==> config.mk <==
export PLATFORM = sky130hd
export DESIGN_NAME = mem_arbiter_flat
export DESIGN_NICKNAME = d
export VERILOG_FILES = /design/src/rtl/mem_arbiter_if.sv /design/src/rtl/mem_arbiter.sv /design/src/flat_wrapper.sv
export SDC_FILE = /design/constraint.sdc
export NUM_CORES = 1
export LEC_CHECK = 0
export ABC_AREA = 1
export ABC_CLOCK_PERIOD_IN_PS = 2000
export BUFFER_PORTS_ARGS = -buffer_cell sky130_fd_sc_hd__buf_2
export CAP_MARGIN = 30
export CORE_AREA = 3 3 345 347
export DETAILED_ROUTE_END_ITERATION = 16
export DIE_AREA = 0 0 348 350
export GPL_TIMING_DRIVEN = 0
export PLACE_DENSITY_LB_ADDON = 0.15
export SYNTH_ARGS = -nofsm -noshare
export SYNTH_HDL_FRONTEND = slang
export SYNTH_SLANG_ARGS = --single-unit
==> constraint.sdc <==
create_clock -name clk -period 2 [get_ports clk]
set_clock_uncertainty 0.05 [all_clocks]
set_input_delay 0.3 -clock clk [delete_from_list [all_inputs] [get_ports clk]]
set_output_delay 0.3 -clock clk [all_outputs]
set_load 0.05 [all_outputs]
==> src/rtl/mem_arbiter_if.sv <==
// Bundle between two memory requesters, the arbiter and the data memory.
// The slave modport is the arbiter's view. The master modport is the view of
// the surrounding environment: the requesters plus the memory read-data return.
interface mem_arbiter_if #(
    parameter int ADDR_W = 32,
    parameter int DATA_W = 128
);
    // requester 0
    logic              req0;
    logic              we0;
    logic              lock0;
    logic [ADDR_W-1:0] addr0;
    logic [DATA_W-1:0] wdata0;
    logic              gnt0;
    logic              rvalid0;
    logic [DATA_W-1:0] rdata0;
    logic              err0;

    // requester 1
    logic              req1;
    logic              we1;
    logic              lock1;
    logic [ADDR_W-1:0] addr1;
    logic [DATA_W-1:0] wdata1;
    logic              gnt1;
    logic              rvalid1;
    logic [DATA_W-1:0] rdata1;
    logic              err1;

    // data memory port
    logic [ADDR_W-1:0] mem_address;
    logic [DATA_W-1:0] mem_writeData;
    logic              mem_memWrite;
    logic              mem_memRead;
    logic [DATA_W-1:0] mem_readData;

    modport slave (
        input  req0, we0, lock0, addr0, wdata0,
        output gnt0, rvalid0, rdata0, err0,
        input  req1, we1, lock1, addr1, wdata1,
        output gnt1, rvalid1, rdata1, err1,
        output mem_address, mem_writeData, mem_memWrite, mem_memRead,
        input  mem_readData
    );

    modport master (
        output req0, we0, lock0, addr0, wdata0,
        input  gnt0, rvalid0, rdata0, err0,
        output req1, we1, lock1, addr1, wdata1,
        input  gnt1, rvalid1, rdata1, err1,
        input  mem_address, mem_writeData, mem_memWrite, mem_memRead,
        output mem_readData
    );
endinterface

==> src/rtl/mem_arbiter.sv <==
// Two-requester round-robin arbiter in front of a single-port data memory.
// Grants are combinational in the request cycle; read data returns one cycle
// later from the memory's registered output. A requester may lock the memory
// for consecutive accesses; a lock-age counter bounds how long it is held.
// Out-of-range quadword accesses are consumed without touching memory and
// answered with an error pulse.
module mem_arbiter #(
    parameter int ADDR_W   = 32,
    parameter int DATA_W   = 128,
    parameter int MAX_QW   = 2000,
    parameter int LOCK_MAX = 16
) (
    input  logic          clk,
    input  logic          reset,
    mem_arbiter_if.slave  bus
);

    localparam int               CNT_W    = (LOCK_MAX > 1) ? $clog2(LOCK_MAX) : 1;
    localparam logic [CNT_W-1:0] CNT_LAST = CNT_W'(LOCK_MAX - 1);
    localparam logic [CNT_W-1:0] CNT_ZERO = {CNT_W{1'b0}};
    localparam logic [CNT_W-1:0] CNT_ONE  = CNT_W'(1);

    typedef enum logic [1:0] {
        UNLOCKED = 2'd0,
        LOCKED0  = 2'd1,
        LOCKED1  = 2'd2
    } state_t;

    // Quadword index above MAX_QW means the access must not reach memory.
    function automatic logic out_of_range(input logic [ADDR_W-1:0] addr);
        logic [ADDR_W-1:0] qw_idx;
        qw_idx = {4'b0000, addr[ADDR_W-1:4]};
        return (qw_idx > ADDR_W'(MAX_QW));
    endfunction

    state_t           state_r;
    state_t           state_s;
    logic             ptr_r;        // 0: requester 0 wins a tie, 1: requester 1
    logic             ptr_s;
    logic [CNT_W-1:0] lock_cnt_r;
    logic [CNT_W-1:0] lock_cnt_s;

    logic             gnt0_s;
    logic             gnt1_s;
    logic             oor0_s;
    logic             oor1_s;
    logic             eff_lock0_s;  // lock request that actually counts
    logic             eff_lock1_s;

    logic             rd_pend0_r;   // read granted last cycle, data due now
    logic             rd_pend1_r;
    logic             err0_r;
    logic             err1_r;

    // Range check of both requesters and the lock bits that may take effect.
    always_comb begin
        oor0_s      = out_of_range(bus.addr0);
        oor1_s      = out_of_range(bus.addr1);
        eff_lock0_s = bus.lock0 & ~oor0_s;
        eff_lock1_s = bus.lock1 & ~oor1_s;
    end

    // Grant selection: lock owner only, else round-robin on a tie, else sole requester.
    always_comb begin
        gnt0_s = 1'b0;
        gnt1_s = 1'b0;
        if (reset) begin
            gnt0_s = 1'b0;
            gnt1_s = 1'b0;
        end else begin
            case (state_r)
                UNLOCKED: begin
                    if (bus.req0 && bus.req1) begin
                        if (ptr_r) begin
                            gnt1_s = 1'b1;
                        end else begin
                            gnt0_s = 1'b1;
                        end
                    end else begin
                        gnt0_s = bus.req0;
                        gnt1_s = bus.req1;
                    end
                end
                LOCKED0: begin
                    gnt0_s = bus.req0;
                end
                LOCKED1: begin
                    gnt1_s = bus.req1;
                end
                default: begin
                    gnt0_s = 1'b0;
                    gnt1_s = 1'b0;
                end
            endcase
        end
    end

    // Next lock state, priority pointer and lock-age counter.
    always_comb begin
        state_s    = state_r;
        lock_cnt_s = lock_cnt_r;
        if (gnt0_s) begin
            ptr_s = 1'b1;
        end else if (gnt1_s) begin
            ptr_s = 1'b0;
        end else begin
            ptr_s = ptr_r;
        end

        case (state_r)
            UNLOCKED: begin
                lock_cnt_s = CNT_ZERO;
                if (gnt0_s && eff_lock0_s) begin
                    state_s = LOCKED0;
                end else if (gnt1_s && eff_lock1_s) begin
                    state_s = LOCKED1;
                end else begin
                    state_s = UNLOCKED;
                end
            end
            LOCKED0: begin
                if (lock_cnt_r == CNT_LAST) begin
                    // lock aged out: hand priority to the requester that waited
                    state_s    = UNLOCKED;
                    ptr_s      = 1'b1;
                    lock_cnt_s = CNT_ZERO;
                end else if (gnt0_s && !eff_lock0_s) begin
                    state_s    = UNLOCKED;
                    lock_cnt_s = CNT_ZERO;
                end else begin
                    state_s    = LOCKED0;
                    lock_cnt_s = lock_cnt_r + CNT_ONE;
                end
            end
            LOCKED1: begin
                if (lock_cnt_r == CNT_LAST) begin
                    state_s    = UNLOCKED;
                    ptr_s      = 1'b0;
                    lock_cnt_s = CNT_ZERO;
                end else if (gnt1_s && !eff_lock1_s) begin
                    state_s    = UNLOCKED;
                    lock_cnt_s = CNT_ZERO;
                end else begin
                    state_s    = LOCKED1;
                    lock_cnt_s = lock_cnt_r + CNT_ONE;
                end
            end
            default: begin
                state_s    = UNLOCKED;
                lock_cnt_s = CNT_ZERO;
            end
        endcase
    end

    // Memory command and grant outputs for the granted, in-range access.
    always_comb begin
        bus.gnt0          = gnt0_s;
        bus.gnt1          = gnt1_s;
        bus.mem_address   = {ADDR_W{1'b0}};
        bus.mem_writeData = {DATA_W{1'b0}};
        bus.mem_memWrite  = 1'b0;
        bus.mem_memRead   = 1'b0;
        if (gnt0_s && !oor0_s) begin
            bus.mem_address   = bus.addr0;
            bus.mem_writeData = bus.wdata0;
            bus.mem_memWrite  = bus.we0;
            bus.mem_memRead   = ~bus.we0;
        end else if (gnt1_s && !oor1_s) begin
            bus.mem_address   = bus.addr1;
            bus.mem_writeData = bus.wdata1;
            bus.mem_memWrite  = bus.we1;
            bus.mem_memRead   = ~bus.we1;
        end else begin
            bus.mem_memWrite  = 1'b0;
            bus.mem_memRead   = 1'b0;
        end
    end

    // State registers and one-cycle response tracking.
    always_ff @(posedge clk) begin
        if (reset) begin
            state_r    <= UNLOCKED;
            ptr_r      <= 1'b0;
            lock_cnt_r <= CNT_ZERO;
            rd_pend0_r <= 1'b0;
            rd_pend1_r <= 1'b0;
            err0_r     <= 1'b0;
            err1_r     <= 1'b0;
        end else begin
            state_r    <= state_s;
            ptr_r      <= ptr_s;
            lock_cnt_r <= lock_cnt_s;
            rd_pend0_r <= gnt0_s & ~oor0_s & ~bus.we0;
            rd_pend1_r <= gnt1_s & ~oor1_s & ~bus.we1;
            err0_r     <= gnt0_s & oor0_s;
            err1_r     <= gnt1_s & oor1_s;
        end
    end

    // Response outputs; silenced while reset is held so nothing leaks out.
    always_comb begin
        bus.rvalid0 = 1'b0;
        bus.rvalid1 = 1'b0;
        bus.err0    = 1'b0;
        bus.err1    = 1'b0;
        bus.rdata0  = {DATA_W{1'b0}};
        bus.rdata1  = {DATA_W{1'b0}};
        if (reset) begin
            bus.rvalid0 = 1'b0;
            bus.rvalid1 = 1'b0;
        end else begin
            bus.rvalid0 = rd_pend0_r;
            bus.rvalid1 = rd_pend1_r;
            bus.err0    = err0_r;
            bus.err1    = err1_r;
            if (rd_pend0_r) begin
                bus.rdata0 = bus.mem_readData;
            end else begin
                bus.rdata0 = {DATA_W{1'b0}};
            end
            if (rd_pend1_r) begin
                bus.rdata1 = bus.mem_readData;
            end else begin
                bus.rdata1 = {DATA_W{1'b0}};
            end
        end
    end

endmodule

==> src/flat_wrapper.sv <==
// flat-port wrapper written by rule: the top's interface ports become plain ports
module mem_arbiter_flat 
#(
    parameter int ADDR_W   = 32,
    parameter int DATA_W   = 128,
    parameter int MAX_QW   = 2000,
    parameter int LOCK_MAX = 16
)
  (clk, reset, bus_req0, bus_we0, bus_lock0, bus_addr0, bus_wdata0, bus_gnt0, bus_rvalid0, bus_rdata0, bus_err0, bus_req1, bus_we1, bus_lock1, bus_addr1, bus_wdata1, bus_gnt1, bus_rvalid1, bus_rdata1, bus_err1, bus_mem_address, bus_mem_writeData, bus_mem_memWrite, bus_mem_memRead, bus_mem_readData);
  mem_arbiter_if #(.ADDR_W(ADDR_W), .DATA_W(DATA_W)) bus_i ();
  input  logic clk;
  input  logic reset;
  input wire logic [$bits(bus_i.req0)-1:0] bus_req0;
  input wire logic [$bits(bus_i.we0)-1:0] bus_we0;
  input wire logic [$bits(bus_i.lock0)-1:0] bus_lock0;
  input wire logic [$bits(bus_i.addr0)-1:0] bus_addr0;
  input wire logic [$bits(bus_i.wdata0)-1:0] bus_wdata0;
  output wire logic [$bits(bus_i.gnt0)-1:0] bus_gnt0;
  output wire logic [$bits(bus_i.rvalid0)-1:0] bus_rvalid0;
  output wire logic [$bits(bus_i.rdata0)-1:0] bus_rdata0;
  output wire logic [$bits(bus_i.err0)-1:0] bus_err0;
  input wire logic [$bits(bus_i.req1)-1:0] bus_req1;
  input wire logic [$bits(bus_i.we1)-1:0] bus_we1;
  input wire logic [$bits(bus_i.lock1)-1:0] bus_lock1;
  input wire logic [$bits(bus_i.addr1)-1:0] bus_addr1;
  input wire logic [$bits(bus_i.wdata1)-1:0] bus_wdata1;
  output wire logic [$bits(bus_i.gnt1)-1:0] bus_gnt1;
  output wire logic [$bits(bus_i.rvalid1)-1:0] bus_rvalid1;
  output wire logic [$bits(bus_i.rdata1)-1:0] bus_rdata1;
  output wire logic [$bits(bus_i.err1)-1:0] bus_err1;
  output wire logic [$bits(bus_i.mem_address)-1:0] bus_mem_address;
  output wire logic [$bits(bus_i.mem_writeData)-1:0] bus_mem_writeData;
  output wire logic [$bits(bus_i.mem_memWrite)-1:0] bus_mem_memWrite;
  output wire logic [$bits(bus_i.mem_memRead)-1:0] bus_mem_memRead;
  input wire logic [$bits(bus_i.mem_readData)-1:0] bus_mem_readData;
  assign bus_i.req0 = bus_req0;
  assign bus_i.we0 = bus_we0;
  assign bus_i.lock0 = bus_lock0;
  assign bus_i.addr0 = bus_addr0;
  assign bus_i.wdata0 = bus_wdata0;
  assign bus_gnt0 = bus_i.gnt0;
  assign bus_rvalid0 = bus_i.rvalid0;
  assign bus_rdata0 = bus_i.rdata0;
  assign bus_err0 = bus_i.err0;
  assign bus_i.req1 = bus_req1;
  assign bus_i.we1 = bus_we1;
  assign bus_i.lock1 = bus_lock1;
  assign bus_i.addr1 = bus_addr1;
  assign bus_i.wdata1 = bus_wdata1;
  assign bus_gnt1 = bus_i.gnt1;
  assign bus_rvalid1 = bus_i.rvalid1;
  assign bus_rdata1 = bus_i.rdata1;
  assign bus_err1 = bus_i.err1;
  assign bus_mem_address = bus_i.mem_address;
  assign bus_mem_writeData = bus_i.mem_writeData;
  assign bus_mem_memWrite = bus_i.mem_memWrite;
  assign bus_mem_memRead = bus_i.mem_memRead;
  assign bus_i.mem_readData = bus_mem_readData;
  mem_arbiter #(.ADDR_W(ADDR_W), .DATA_W(DATA_W), .MAX_QW(MAX_QW), .LOCK_MAX(LOCK_MAX)) u_core (.clk(clk), .reset(reset), .bus(bus_i));
endmodule
==> impl_metrics.json <==
{
  "placement.io_buffers": 862,
  "run_status": "finished with violations",
  "cp.arrival_ns": 2.23,
  "timing.critical_path.required_ns": 1.65,
  "die_x_um": 348,
  "wirelength_met1_um": 26000,
  "yosys.cell_types.count": 30,
  "worst-path-max-fanout": 8,
  "drt-pass1-iter-count": 5,
  "drt_wl_total_um": 65500,
  "pin_count": 880,
  "cts-hold-fix-buffers": 0,
  "setup_slack_ns": -0.577,
  "dr_wl_met3_um": 5170,
  "via_count_of_the_first_global_routing_pass": 10691,
  "ys_ff_latch": 11,
  "placeableCoreArea_mm2": 0.116,
  "synth.area.top_cells": "sky130_fd_sc_hd__nor2_1 20%, sky130_fd_sc_hd__inv_1 20%, sky130_fd_sc_hd__nand3_2 13%",
  "synth-warning-count": 0,
  "synth.avg_cell_area_um2": 5.20,
  "numCtsBuffers": 3,
  "fp.dieH_um": 350,
  "grt_first_pass_wirelength_um": 84100,
  "crit_path_end_kind": "primary output",
  "drc": 0,
  "syn_std_cell_area_mm2": 0.00555,
  "clock-sinks": 11,
  "global_route.usage.total_pct": 9.78,
  "routabilityCongestion": 0.803,
  "rows": 125,
  "route.met2.wl_um": 33300,
  "cts-root-to-sink-buffers": 2,
  "layout-drive-gt1-share_pct": 65.7,
  "start_util_pct": 4.78,
  "grt_overflow": 0,
  "pre_cts_ws_ns": -1.31,
  "maxSlewViolCount": 0,
  "synthDominantCellAreaShare_pct": 20.5,
  "p_total_uw": 1570,
  "topRoutingLayerUsed": "met5",
  "grt_max_degree": 11,
  "final_common_cell": "sky130_fd_sc_hd__buf_2",
  "layout_common_cells": "624 x sky130_fd_sc_hd__buf_2, 289 x sky130_fd_sc_hd__inv_1, 282 x sky130_fd_sc_hd__nor2_1",
  "insertion_delay_ns": 0.24,
  "finalNetCount": 2479,
  "number_of_antenna_violations_at_the_first_check_in_global_routing": 11,
  "final.fill_count": 13530,
  "timing.hold.worst.class": "input pin to register",
  "max_cap_violations": 0,
  "wl_per_cell_um": 18.5,
  "antenna_left": 0,
  "synth.yosys.seq_area_share_pct": 3.97,
  "finalSetupViolations": 145,
  "clk_pin_slew_worst_paths_ns": 0.05,
  "cts_tree": "yes",
  "reg2reg_setup_slack_ns": 0.08,
  "fin_setup_tns_ns": -71.58,
  "clock_h_tree_levels": 1,
  "timing_hold_violations_final": 0,
  "netlist.top_cell.by_area": "sky130_fd_sc_hd__nor2_1",
  "routed_via_density": 2.90,
  "cts-root-buf": "sky130_fd_sc_hd__clkbuf_16",
  "areaGrowthSynthToFinish_pct": 215,
  "design.die.area_mm2": 0.122,
  "synth_cells": 1068,
  "power_density_mw_per_mm2": 89.8,
  "sequential_cell_area_um2": 228,
  "multi_input_area_mm2": 0.00586,
  "leakage_power_total_uw": 0.00886,
  "cp-start-kind": "register",
  "clock_period_minus_worst_slack_ns": 2.58,
  "vdd_ir_drop_max_mv": 0.191,
  "setup_repair_after_global_routing_missed_its_margin": "yes",
  "criticalPathCategory": "register to primary output",
  "post-route-period-util_pct": 129,
  "hpwl_um": 56300,
  "detailroute.via_count": 10279,
  "drt_iter0_drc": 363,
  "max_freq_mhz": 388,
  "failed_checks": "setup timing"
}
[critical path, cell delays in order (launching register included)]
cell,delay (ns)
sky130_fd_sc_hd__dfxtp_4,0.35
sky130_fd_sc_hd__inv_4,0.07
sky130_fd_sc_hd__ha_4,0.18
sky130_fd_sc_hd__a21oi_4,0.07
sky130_fd_sc_hd__nor2_4,0.15
sky130_fd_sc_hd__nand3_4,0.11
sky130_fd_sc_hd__buf_12,0.17
sky130_fd_sc_hd__buf_12,0.13
sky130_fd_sc_hd__buf_16,0.16
sky130_fd_sc_hd__buf_16,0.16
sky130_fd_sc_hd__buf_12,0.14
sky130_fd_sc_hd__nand2_4,0.07
sky130_fd_sc_hd__o21ai_4,0.06
sky130_fd_sc_hd__buf_8,0.15
[cells in the mapped netlist]
cell type                  number
sky130_fd_sc_hd__buf_8          2
sky130_fd_sc_hd__nand2_1       45
sky130_fd_sc_hd__nand3_1       76
sky130_fd_sc_hd__nand4_1        4
sky130_fd_sc_hd__nor2_1       303
sky130_fd_sc_hd__clkbuf_1      32
sky130_fd_sc_hd__nor2_4         1
sky130_fd_sc_hd__buf_1          1
sky130_fd_sc_hd__buf_4         17
sky130_fd_sc_hd__a31o_2         1
sky130_fd_sc_hd__dfxtp_1       11
sky130_fd_sc_hd__a211oi_1       1
sky130_fd_sc_hd__a21oi_2        2
sky130_fd_sc_hd__o21ai_1       64
sky130_fd_sc_hd__clkinv_2       1
sky130_fd_sc_hd__inv_1        292
sky130_fd_sc_hd__conb_1         1
sky130_fd_sc_hd__o21ai_2       73
sky130_fd_sc_hd__xor2_1         1
sky130_fd_sc_hd__o21ai_0        6
sky130_fd_sc_hd__o22ai_1        2
sky130_fd_sc_hd__or2_2          2
sky130_fd_sc_hd__nand2_2        2
sky130_fd_sc_hd__inv_2          3
sky130_fd_sc_hd__a21oi_1        7
sky130_fd_sc_hd__ha_1           5
sky130_fd_sc_hd__buf_6         19
sky130_fd_sc_hd__nor3_1         1
sky130_fd_sc_hd__buf_2         21
sky130_fd_sc_hd__nand3_2       72
[metrics by stage]
| stage | area (um^2) | hold slack [ns] | instances | utilization (%) |
|---|---|---|---|---|
| 3_5_place_dp | 13400 | 0.446 | 3470 | 11.5 |
| 2_1_floorplan | 7180 | 0.328 | 1084 | - |
| 5_1_grt | 17500 | 0.288 | 3542 | 15.1 |
| 6_report | 17500 | 0.276 | 3543 | 15.1 |
| 4_1_cts | 16500 | 0.272 | 3519 | 14.2 |
| 3_3_place_gp | 13400 | 0.463 | 3470 | 11.5 |
[path summary, 6_finish.rpt]
path                          start                end  cells after the start
hold reg to reg        u_core.ptr_r       u_core.ptr_r                      2
setup reg to reg  u_core.state_r[1]  u_core.state_r[0]                     12
hold / removal              bus_we0  u_core.rd_pend0_r                      2
setup / recovery  u_core.state_r[1]    bus_mem_memRead                     13
[repair_timing]
item,4_1_cts,5_1_grt
buffers inserted,30,17
cloned,16,12
gates resized for setup,656,170
setup endpoints to repair,403,336
pin swaps,29,47
[registers in the layout, summed over array words and instances, names as in the netlist]
| register | flops |
|---|---|
| u_core.state_r | 2 |
| u_core.err0_r | 1 |
| u_core.err1_r | 1 |
| u_core.ptr_r | 1 |
| u_core.lock_cnt_r | 4 |
| u_core.rd_pend1_r | 1 |
| u_core.rd_pend0_r | 1 |
[cell type report]
| type | instances | area share (%) |
|---|---|---|
| Buffer | 88 | 7.28 |
| Clock buffer | 4 | 0.451 |
| Antenna cell | 2 | 0.0286 |
| Multi-Input combinational cell | 685 | 33.5 |
| Tap cell | 1524 | 10.9 |
| Sequential cell | 11 | 1.30 |
| Timing Repair Buffer | 933 | 40.1 |
| Inverter | 296 | 6.47 |
[kinds of logic after synthesis]
kind of cell / after synthesis / synth area share [%]
and+or+nand+nor: 506 / 44.5
buffers and inverters: 388 / 30.8
AOI/OAI and AO/OA: 156 / 19.3
DFF: 11 / 3.97
adders and majority gates: 5 / 1.13
xor gates and xnor gates: 1 / 0.158
other: 1 / 0.0675
[layer usage]
layer | GRT usage, % | vias to the layer above
met1 | 11.6 | 4628
met2 | 18.0 | 540
met3 | 2.56 | 36
met5 | 0 | -
met4 | 1.32 | 6
li1 | - | 5069
[where the power goes]
part           switching [uW]  internal [uW]  total [uW]
Clock                     104            268         372
Sequential               2.54            221         224
Combinational             566            409         976
Total                     673            899        1570
No activity file was read; power rests on OpenSTA's default activity.
